<file path="src/rtl/frame_set_writer.sv">
// Frame-settings producer: shadow registers published on commit, then a stretched
// update_flag pulse. Optional commit validation under FRAME_SET_RANGE_CHECK_EN.
module frame_set_writer #(
  parameter int SETUP_CYC  = 2,
  parameter int PULSE_CYC  = 4,
  parameter int HOLD_CYC   = 4,
  parameter int MAX_SOURCE = 4
) (
  input  logic        clk,
  input  logic        reset_n,
  input  logic        wr_en,
  input  logic [2:0]  wr_addr,
  input  logic [15:0] wr_data,
  output logic [2:0]  source_choose,
  output logic [15:0] framedat_length,
  output logic [15:0] trace_length,
  output logic [15:0] retrace_length,
  output logic        update_flag,
  output logic        busy,
  output logic        cfg_err
);

  typedef enum logic [1:0] {ST_IDLE, ST_SETUP, ST_PULSE, ST_HOLD} state_e;

  // Counter reload values: each phase lasts (value + 1) cycles.
  localparam logic [7:0] SETUP_LD = 8'(SETUP_CYC - 1);
  localparam logic [7:0] PULSE_LD = 8'(PULSE_CYC - 1);
  localparam logic [7:0] HOLD_LD  = 8'(HOLD_CYC - 1);
  localparam logic [2:0] MAX_SRC  = 3'(MAX_SOURCE);

  state_e      state_q, state_d;
  logic [7:0]  cnt_q, cnt_d;
  logic        pending_q, pending_d;
  logic        busy_q, busy_d;
  logic        update_flag_q, update_flag_d;
  logic        cfg_err_q, cfg_err_d;

  logic [2:0]  sh_src_q, sh_src_d;
  logic [15:0] sh_fd_q, sh_fd_d;
  logic [15:0] sh_tr_q, sh_tr_d;
  logic [15:0] sh_rt_q, sh_rt_d;

  logic [2:0]  src_q, src_d;
  logic [15:0] fd_q, fd_d;
  logic [15:0] tr_q, tr_d;
  logic [15:0] rt_q, rt_d;

  logic commit;
  logic load;
  logic range_ok;
  logic accept;

  assign commit   = wr_en && (wr_addr == 3'd4);
  assign range_ok = (sh_src_q <= MAX_SRC) && (sh_fd_q != 16'd0) &&
                    (sh_tr_q != 16'd0) && (sh_rt_q != 16'd0);

`ifdef FRAME_SET_RANGE_CHECK_EN
  assign accept = range_ok;
`else
  logic unused_range_ok;
  assign unused_range_ok = range_ok;
  assign accept          = 1'b1;
`endif

  // NOTE: every signal written here gets a default first, so no path leaves it
  // unassigned and no latch is inferred.
  always_comb begin
    state_d       = state_q;
    cnt_d         = cnt_q;
    pending_d     = pending_q;
    busy_d        = busy_q;
    update_flag_d = 1'b0;
    cfg_err_d     = 1'b0;
    load          = 1'b0;

    sh_src_d = sh_src_q;
    sh_fd_d  = sh_fd_q;
    sh_tr_d  = sh_tr_q;
    sh_rt_d  = sh_rt_q;
    if (wr_en) begin
      case (wr_addr)
        3'd0:    sh_src_d = wr_data[2:0];
        3'd1:    sh_fd_d  = wr_data;
        3'd2:    sh_tr_d  = wr_data;
        3'd3:    sh_rt_d  = wr_data;
        default: ;
      endcase
    end

    // Commits during a sequence collapse into one pending bit.
    if (commit && (state_q != ST_IDLE)) pending_d = 1'b1;

    case (state_q)
      ST_IDLE: begin
        if (commit) begin
          if (accept) begin
            load    = 1'b1;
            state_d = ST_SETUP;
            cnt_d   = SETUP_LD;
            busy_d  = 1'b1;
          end else begin
            cfg_err_d = 1'b1;
          end
        end
      end
      ST_SETUP: begin
        if (cnt_q == 8'd0) begin
          state_d       = ST_PULSE;
          cnt_d         = PULSE_LD;
          update_flag_d = 1'b1;
        end else begin
          cnt_d = cnt_q - 8'd1;
        end
      end
      ST_PULSE: begin
        if (cnt_q == 8'd0) begin
          state_d = ST_HOLD;
          cnt_d   = HOLD_LD;
        end else begin
          cnt_d         = cnt_q - 8'd1;
          update_flag_d = 1'b1;
        end
      end
      ST_HOLD: begin
        if (cnt_q == 8'd0) begin
          pending_d = 1'b0;
          // A commit landing on the final HOLD edge is served like a pending one.
          if ((pending_q || commit) && accept) begin
            load    = 1'b1;
            state_d = ST_SETUP;
            cnt_d   = SETUP_LD;
          end else begin
            cfg_err_d = pending_q || commit;
            state_d   = ST_IDLE;
            busy_d    = 1'b0;
          end
        end else begin
          cnt_d = cnt_q - 8'd1;
        end
      end
      default: begin
        state_d = ST_IDLE;
        busy_d  = 1'b0;
      end
    endcase

    src_d = load ? sh_src_q : src_q;
    fd_d  = load ? sh_fd_q  : fd_q;
    tr_d  = load ? sh_tr_q  : tr_q;
    rt_d  = load ? sh_rt_q  : rt_q;
  end

  // NOTE: state uses non-blocking assignments so every flop samples the values
  // from before the edge, independent of statement order.
  always_ff @(posedge clk or negedge reset_n) begin
    if (!reset_n) begin
      state_q       <= ST_IDLE;
      cnt_q         <= 8'd0;
      pending_q     <= 1'b0;
      busy_q        <= 1'b0;
      update_flag_q <= 1'b0;
      cfg_err_q     <= 1'b0;
      sh_src_q      <= 3'd0;
      sh_fd_q       <= 16'd0;
      sh_tr_q       <= 16'd0;
      sh_rt_q       <= 16'd0;
      src_q         <= 3'd0;
      fd_q          <= 16'd0;
      tr_q          <= 16'd0;
      rt_q          <= 16'd0;
    end else begin
      state_q       <= state_d;
      cnt_q         <= cnt_d;
      pending_q     <= pending_d;
      busy_q        <= busy_d;
      update_flag_q <= update_flag_d;
      cfg_err_q     <= cfg_err_d;
      sh_src_q      <= sh_src_d;
      sh_fd_q       <= sh_fd_d;
      sh_tr_q       <= sh_tr_d;
      sh_rt_q       <= sh_rt_d;
      src_q         <= src_d;
      fd_q          <= fd_d;
      tr_q          <= tr_d;
      rt_q          <= rt_d;
    end
  end

  assign source_choose   = src_q;
  assign framedat_length = fd_q;
  assign trace_length    = tr_q;
  assign retrace_length  = rt_q;
  assign update_flag     = update_flag_q;
  assign busy            = busy_q;
  assign cfg_err         = cfg_err_q;

endmodule

</file>
<file path="config.mk">
export PLATFORM = sky130hd
export DESIGN_NAME = frame_set_writer
export DESIGN_NICKNAME = d
export VERILOG_FILES = /design/src/rtl/frame_set_writer.sv
export SDC_FILE = /design/constraint.sdc
export NUM_CORES = 1
export LEC_CHECK = 0
export CAP_MARGIN = 0
export CORE_MARGIN = 4
export CORE_UTILIZATION = 60
export CTS_BUF_LIST = sky130_fd_sc_hd__clkbuf_8
export DETAILED_ROUTE_END_ITERATION = 10
export PLACE_DENSITY = 0.87
export SYNTH_ARGS = -nofsm -noshare
export SYNTH_HDL_FRONTEND = slang
export SYNTH_SLANG_ARGS = --single-unit
</file>
<file path="constraint.sdc">
create_clock -name clk -period 3.3 [get_ports clk]
set_clock_uncertainty 0.1 [all_clocks]
set_input_delay 0.33 -clock clk [delete_from_list [all_inputs] [get_ports clk]]
set_output_delay 0.33 -clock clk [all_outputs]
set_load 0.03 [all_outputs]
</file>
After elaboration in Yosys (flattened, before gate mapping)
Cells that the tools add are included.
{ "totals": {"ff_bits": 115, "latch_bits": 0, "ram_bits": 0, "romBits": 0, "input_bits": 22, "word_cells": 68, "memories": 0} }
{ "op_classes": {"addsub": 1, "mul": 0, "div": 0, "n_lt_le_gt_ge": 0, "eq_ne": 13, "n_shift": 0, "n_mux": 25, "bitwise_logic": 0, "reduce_logical": 16} }
{ "ops": {"columns": ["cell", "n"], "rows": [
  ["8-bit two-way mux", 4],
  ["8-bit case mux with 3 select lines", 1],
  ["1-bit two-way mux", 12],
  ["2-bit inequality test, second input constant", 5],
  ["2-bit AND reduction", 5],
  ["8-bit zero test", 1],
  ["2-bit two-way mux", 4],
  ["2-bit case mux with 4 select lines", 1],
  ["4-bit AND reduction", 2],
  ["8-bit by 1-bit subtractor with 8-bit output, second input constant", 1],
  ["3-bit by 2-bit equality test with 1-bit output, second input constant", 2],
  ["1-bit case mux with 2 select lines", 3],
  ["2-bit equality test, second input constant", 2],
  ["2-bit nonzero test", 2],
  ["3-bit by 1-bit equality test with 1-bit output, second input constant", 1],
  ["3-bit equality test, second input constant", 1],
  ["3-bit zero test", 1],
  ["3-bit inequality test, second input constant", 1],
  ["2-bit by 1-bit equality test with 1-bit output, second input constant", 1],
  ["1-bit logical AND", 2],
  ["2-bit zero test", 1],
  ["2-bit OR reduction", 1],
  ["1-bit logical OR", 1]
]} }

Logic depth before layout (Yosys ltp)
{ "logic_depth": {"ltp_word": 6, "depth_mapped": 7} }

Least setup slack after synthesis
Ideal clock, no wire load.
{ "synth_timing": {"kind": "register -> register", "start": "register cnt_q[0]", "end": "register fd_q[0] (netlist: framedat_length[0])", "setup_ns": 0.125, "arrival_time_ns": 1.980, "required_ns": 3.075, "path_slack_ns": 1.094, "stages_incl_launch_ff": 8, "n_path_buf": 1, "synth_period_minus_slack_ns": 2.206, "cell_sequence": "dfrtp_1 -> inv_1 -> ha_1 -> nor3b_1 -> o2111ai_1 -> a21oi_4 -> buf_6 -> mux2_4"} }
{ "synth_between": {"elab_chain_len": 3} }
{ "synth_lines": {"columns": ["item", "line_no", "text"], "rows": [
  ["from (decl)", "32", "logic [7:0] cnt_q, cnt_d;"],
  ["from (signal assigned)", "173", "cnt_q <= cnt_d;"],
  ["8-bit zero test", "125", "if (cnt_q == 8'd0) begin"],
  ["1-bit two-way mux", "125", null],
  ["1-bit case mux with 2 select lines", "93", "case (state_q)"],
  ["to (signal assigned)", "168", "fd_q <= 16'd0;"],
  ["to (signal assigned)", "183", "fd_q <= fd_d;"],
  ["to (decl)", "44", "logic [15:0] fd_q, fd_d;"]
]} }
Every way passes these cells.
A chain may end at the register's enable or synchronous reset.

Final worst setup path
{ "layout_timing": {"start": "register cnt_q[0]", "end": "register tr_q[10] (netlist: trace_length[10])"} }
{ "layout_between": {"elab_chain_len": 3} }
{ "layout_lines": {"columns": ["item", "line_no", "text"], "rows": [
  ["8-bit zero test", "125", null],
  ["1-bit two-way mux", "125", null],
  ["1-bit case mux with 2 select lines", "93", null],
  ["to (signal assigned)", "184", "tr_q <= tr_d;"],
  ["to (decl)", "45", "logic [15:0] tr_q, tr_d;"]
]} }
Every way passes these cells.

==> out/qor.yml <==
synth:
  ys_seq_area_share_pct: 59.13
  syn-cell-area_um2: 4867
  synth_top_area_share_pct: 59.13
  yosysTopAreaCell: "dfrtp_1"
  synth_nets: 335
  synth_seq_cells: 115
  syn_inst: 308
  synth_cell_type_count: 47
  synthArstFlopShare_pct: 100.0
  syn_area_per_cell_um2: 15.80
  synth_edf_count: 0
  ys_warn_count: 0
  synthFlopType: "dfrtp_1"
  synthTopCellsByArea: "dfrtp_1, mux2_4, mux2_2, ha_1, buf_6"
flow_run:
  cap_viol_max_count: 0
clocking:
  clk_path_buf_depth: 2
  path_clk_slew_ns: 0.07
  clockRootBuffer: "clkbuf_8"
  h-tree-depth: 4
  clk_latency_ns: 0.42
  cts-hold-fix-buffers: 0
  cts_buffers: 17
  cts.sinks: 115
  post_cts_buffers: 0
  tritoncts: "done"
  cts_resized: 0
outcome:
  violations: "hold timing"
  status: "finished with violations"
global_routing:
  antenna_found_initial: 0
  overflow: 0
  grt_max_degree: 88
  first_global_vias: 3128
  grt_pass1_wl_mm: 16.42
  grt_use_total_pct: 21.94
sta:
  tightest_slew_ns: 1.070
  layout_min_cycle_time_ns: 2.570
  period_share_pct: 77.89
  hold_violations: 2
  setup_viol: 0
  rsz0062_at_grt: "false"
  slew_headroom_pct: 28.69
  tns_ns: 0
  slew_viol_final: 0
  fmax_ghz: 0.3891
  whs_ns: -0.004883
layout:
  final_util_pct: 79.46
  synthToLayoutAreaGrowth_pct: 27.46
  final_cell_mix: "dfrtp_1, clkdlybuf4s50_1, mux2_2"
  layout.nets: 426
  diodes: 0
  final_common_cell: "dfrtp_1"
  drive_above_1_share_pct: 36.65
  fin_area_um2: 6203
pwr:
  power_frac_comb_pct: 6.6
  netSwitchingFraction_pct: 22.25
  p_clk_share_pct: 44.8
  p_per_area_nw_per_um2: 539.1
  seqPwrFrac_pct: 48.6
  power_mw: 3.344
  leakage_nw: 2.781
  p_switching_uw: 744.2
  p_int_mw: 2.600
  ir_drop_mv: 0.3894
routing:
  post_drt_via_cell_ratio: 5.661
  post_drt_wl_per_cell_um: 19.23
  drt_pass1_iterations: 5
  drc: 0
  wl_mm: 9.882
  antenna_left: 0
  via_count: 2910
  drt_iter0_drc: 108
setup_path:
  critPathRequiredTime_ns: 3.49
  worstSetupPathType: "flip-flop to flip-flop"
  crit_path_end_kind: "flip-flop"
  crit_start: "cnt_q[0]"
  start_kind: "flip-flop"
  reg2reg_depth: 8
  crit_fanout: 30
  timing.rr.start: "cnt_q[0]"
  worstPathArrival_ns: 2.76
floorplanning:
  io_pins: 76
  core_um2: 7807
  die_width_um: 98.07
  start_util_pct: 62.34
  die_h_um: 98.07
  num_rows: 32
  dieArea_um2: 9617
placement:
  gp_congestion: 0.8268
  io_buffers: 74
  dp_hpwl_mm: 6.247
  post_dp_cell_area_um2: 5746
min_path:
  hold_class: "input port to async pin"
## layout make-up
| cell class | instances | area (um^2) |
|---|---|---|
| multi-input cells | 175 | 1879 |
| well taps | 102 | 127.6 |
| flip-flops and latches | 115 | 2878 |
| inverters | 6 | 22.52 |
| fillers | 456 | 1604 |
| clock buffers | 18 | 247.7 |
| clock inverters | 14 | 210.2 |
| repair buffers | 84 | 838.3 |
## through the flow
step	cells	worst slack [ns]
floorplan	308	1.094
global placement	482	0.5472
detailed placement	482	0.4771
CTS	514	0.7407
global route	514	0.6320
finish	514	0.7297
## state kept, by name, summed over array words and instances (netlist names), 2 cells and up
signal           cells
sh_src_q             3
sh_rt_q             16
state_q              2
retrace_length      16
trace_length        16
framedat_length     16
cnt_q                8
sh_fd_q             16
sh_tr_q             16
source_choose        3
## final timing paths
check	end	slack, ns
max in group asynchronous	retrace_length[14]	2.25
min in group clk	trace_length[9]	0.40
worst min register to register	trace_length[9]	0.40
worst max register to register	trace_length[10]	0.73
worst max-delay path	trace_length[10]	0.73
worst min-delay path	sh_rt_q[15]	-0.005
## layer usage
metal	part of all wire, %	wire, um	up-vias	track usage [%]
met3	6.8	671	16	8.786
li1	-	-	1292	-
met1	42	4144	1495	27.50
met2	50	4951	107	35.71
met5	0	0	-	0
met4	1.2	114	0	5.857
## synthesized netlist by cell type (2+ instances only)
library cell  instances
buf_6                 5
inv_1                 6
nand2b_1              2
nor2_1                7
ha_1                  5
dfrtp_1             115
nor3b_1               3
a21oi_4               2
buf_2                 3
mux2_4               50
nor3_1                3
mux2_2               54
nand3_1               5
nor4_1                3
nand2_1               3
clkbuf_1              2
and3b_1               2
a21oi_1               7
a221o_1               2
a211o_1               2
## worst max-delay path, stage by stage, from the launching register on
cell and delay (ns):
dfrtp_1 0.40, inv_1 0.12, ha_1 0.22, nor3b_1 0.20
buf_4 0.17, o2111ai_1 0.18, a21oi_4 0.43, buf_12 0.30
mux2_4 0.32
## logic make-up after synthesis
kind of cell             after synthesis  share of synthesized area (%)
flip-flops                           115                          59.13
adder cells (fa/ha/maj)                5                          1.285
other                                  1                        0.07705
AO/OA/AOI/OAI                         27                          4.422
AND/OR/NAND/NOR                       36                          4.473
multiplexers                         105                          28.12
buffers and inverters                 18                          2.313
XOR/XNOR                               1                         0.1800
## power groups by stage
stage	clock network, mW	registers [mW]	logic (mW)
6_report	1.50	1.63	0.220
2_1_floorplan	0	1.62	0.141
5_1_grt	1.59	1.64	0.245
3_3_place_gp	0	1.63	0.210
3_5_place_dp	0	1.65	0.220
4_1_cts	1.52	1.62	0.224
Note: power is estimated with default switching activity, not from simulation.
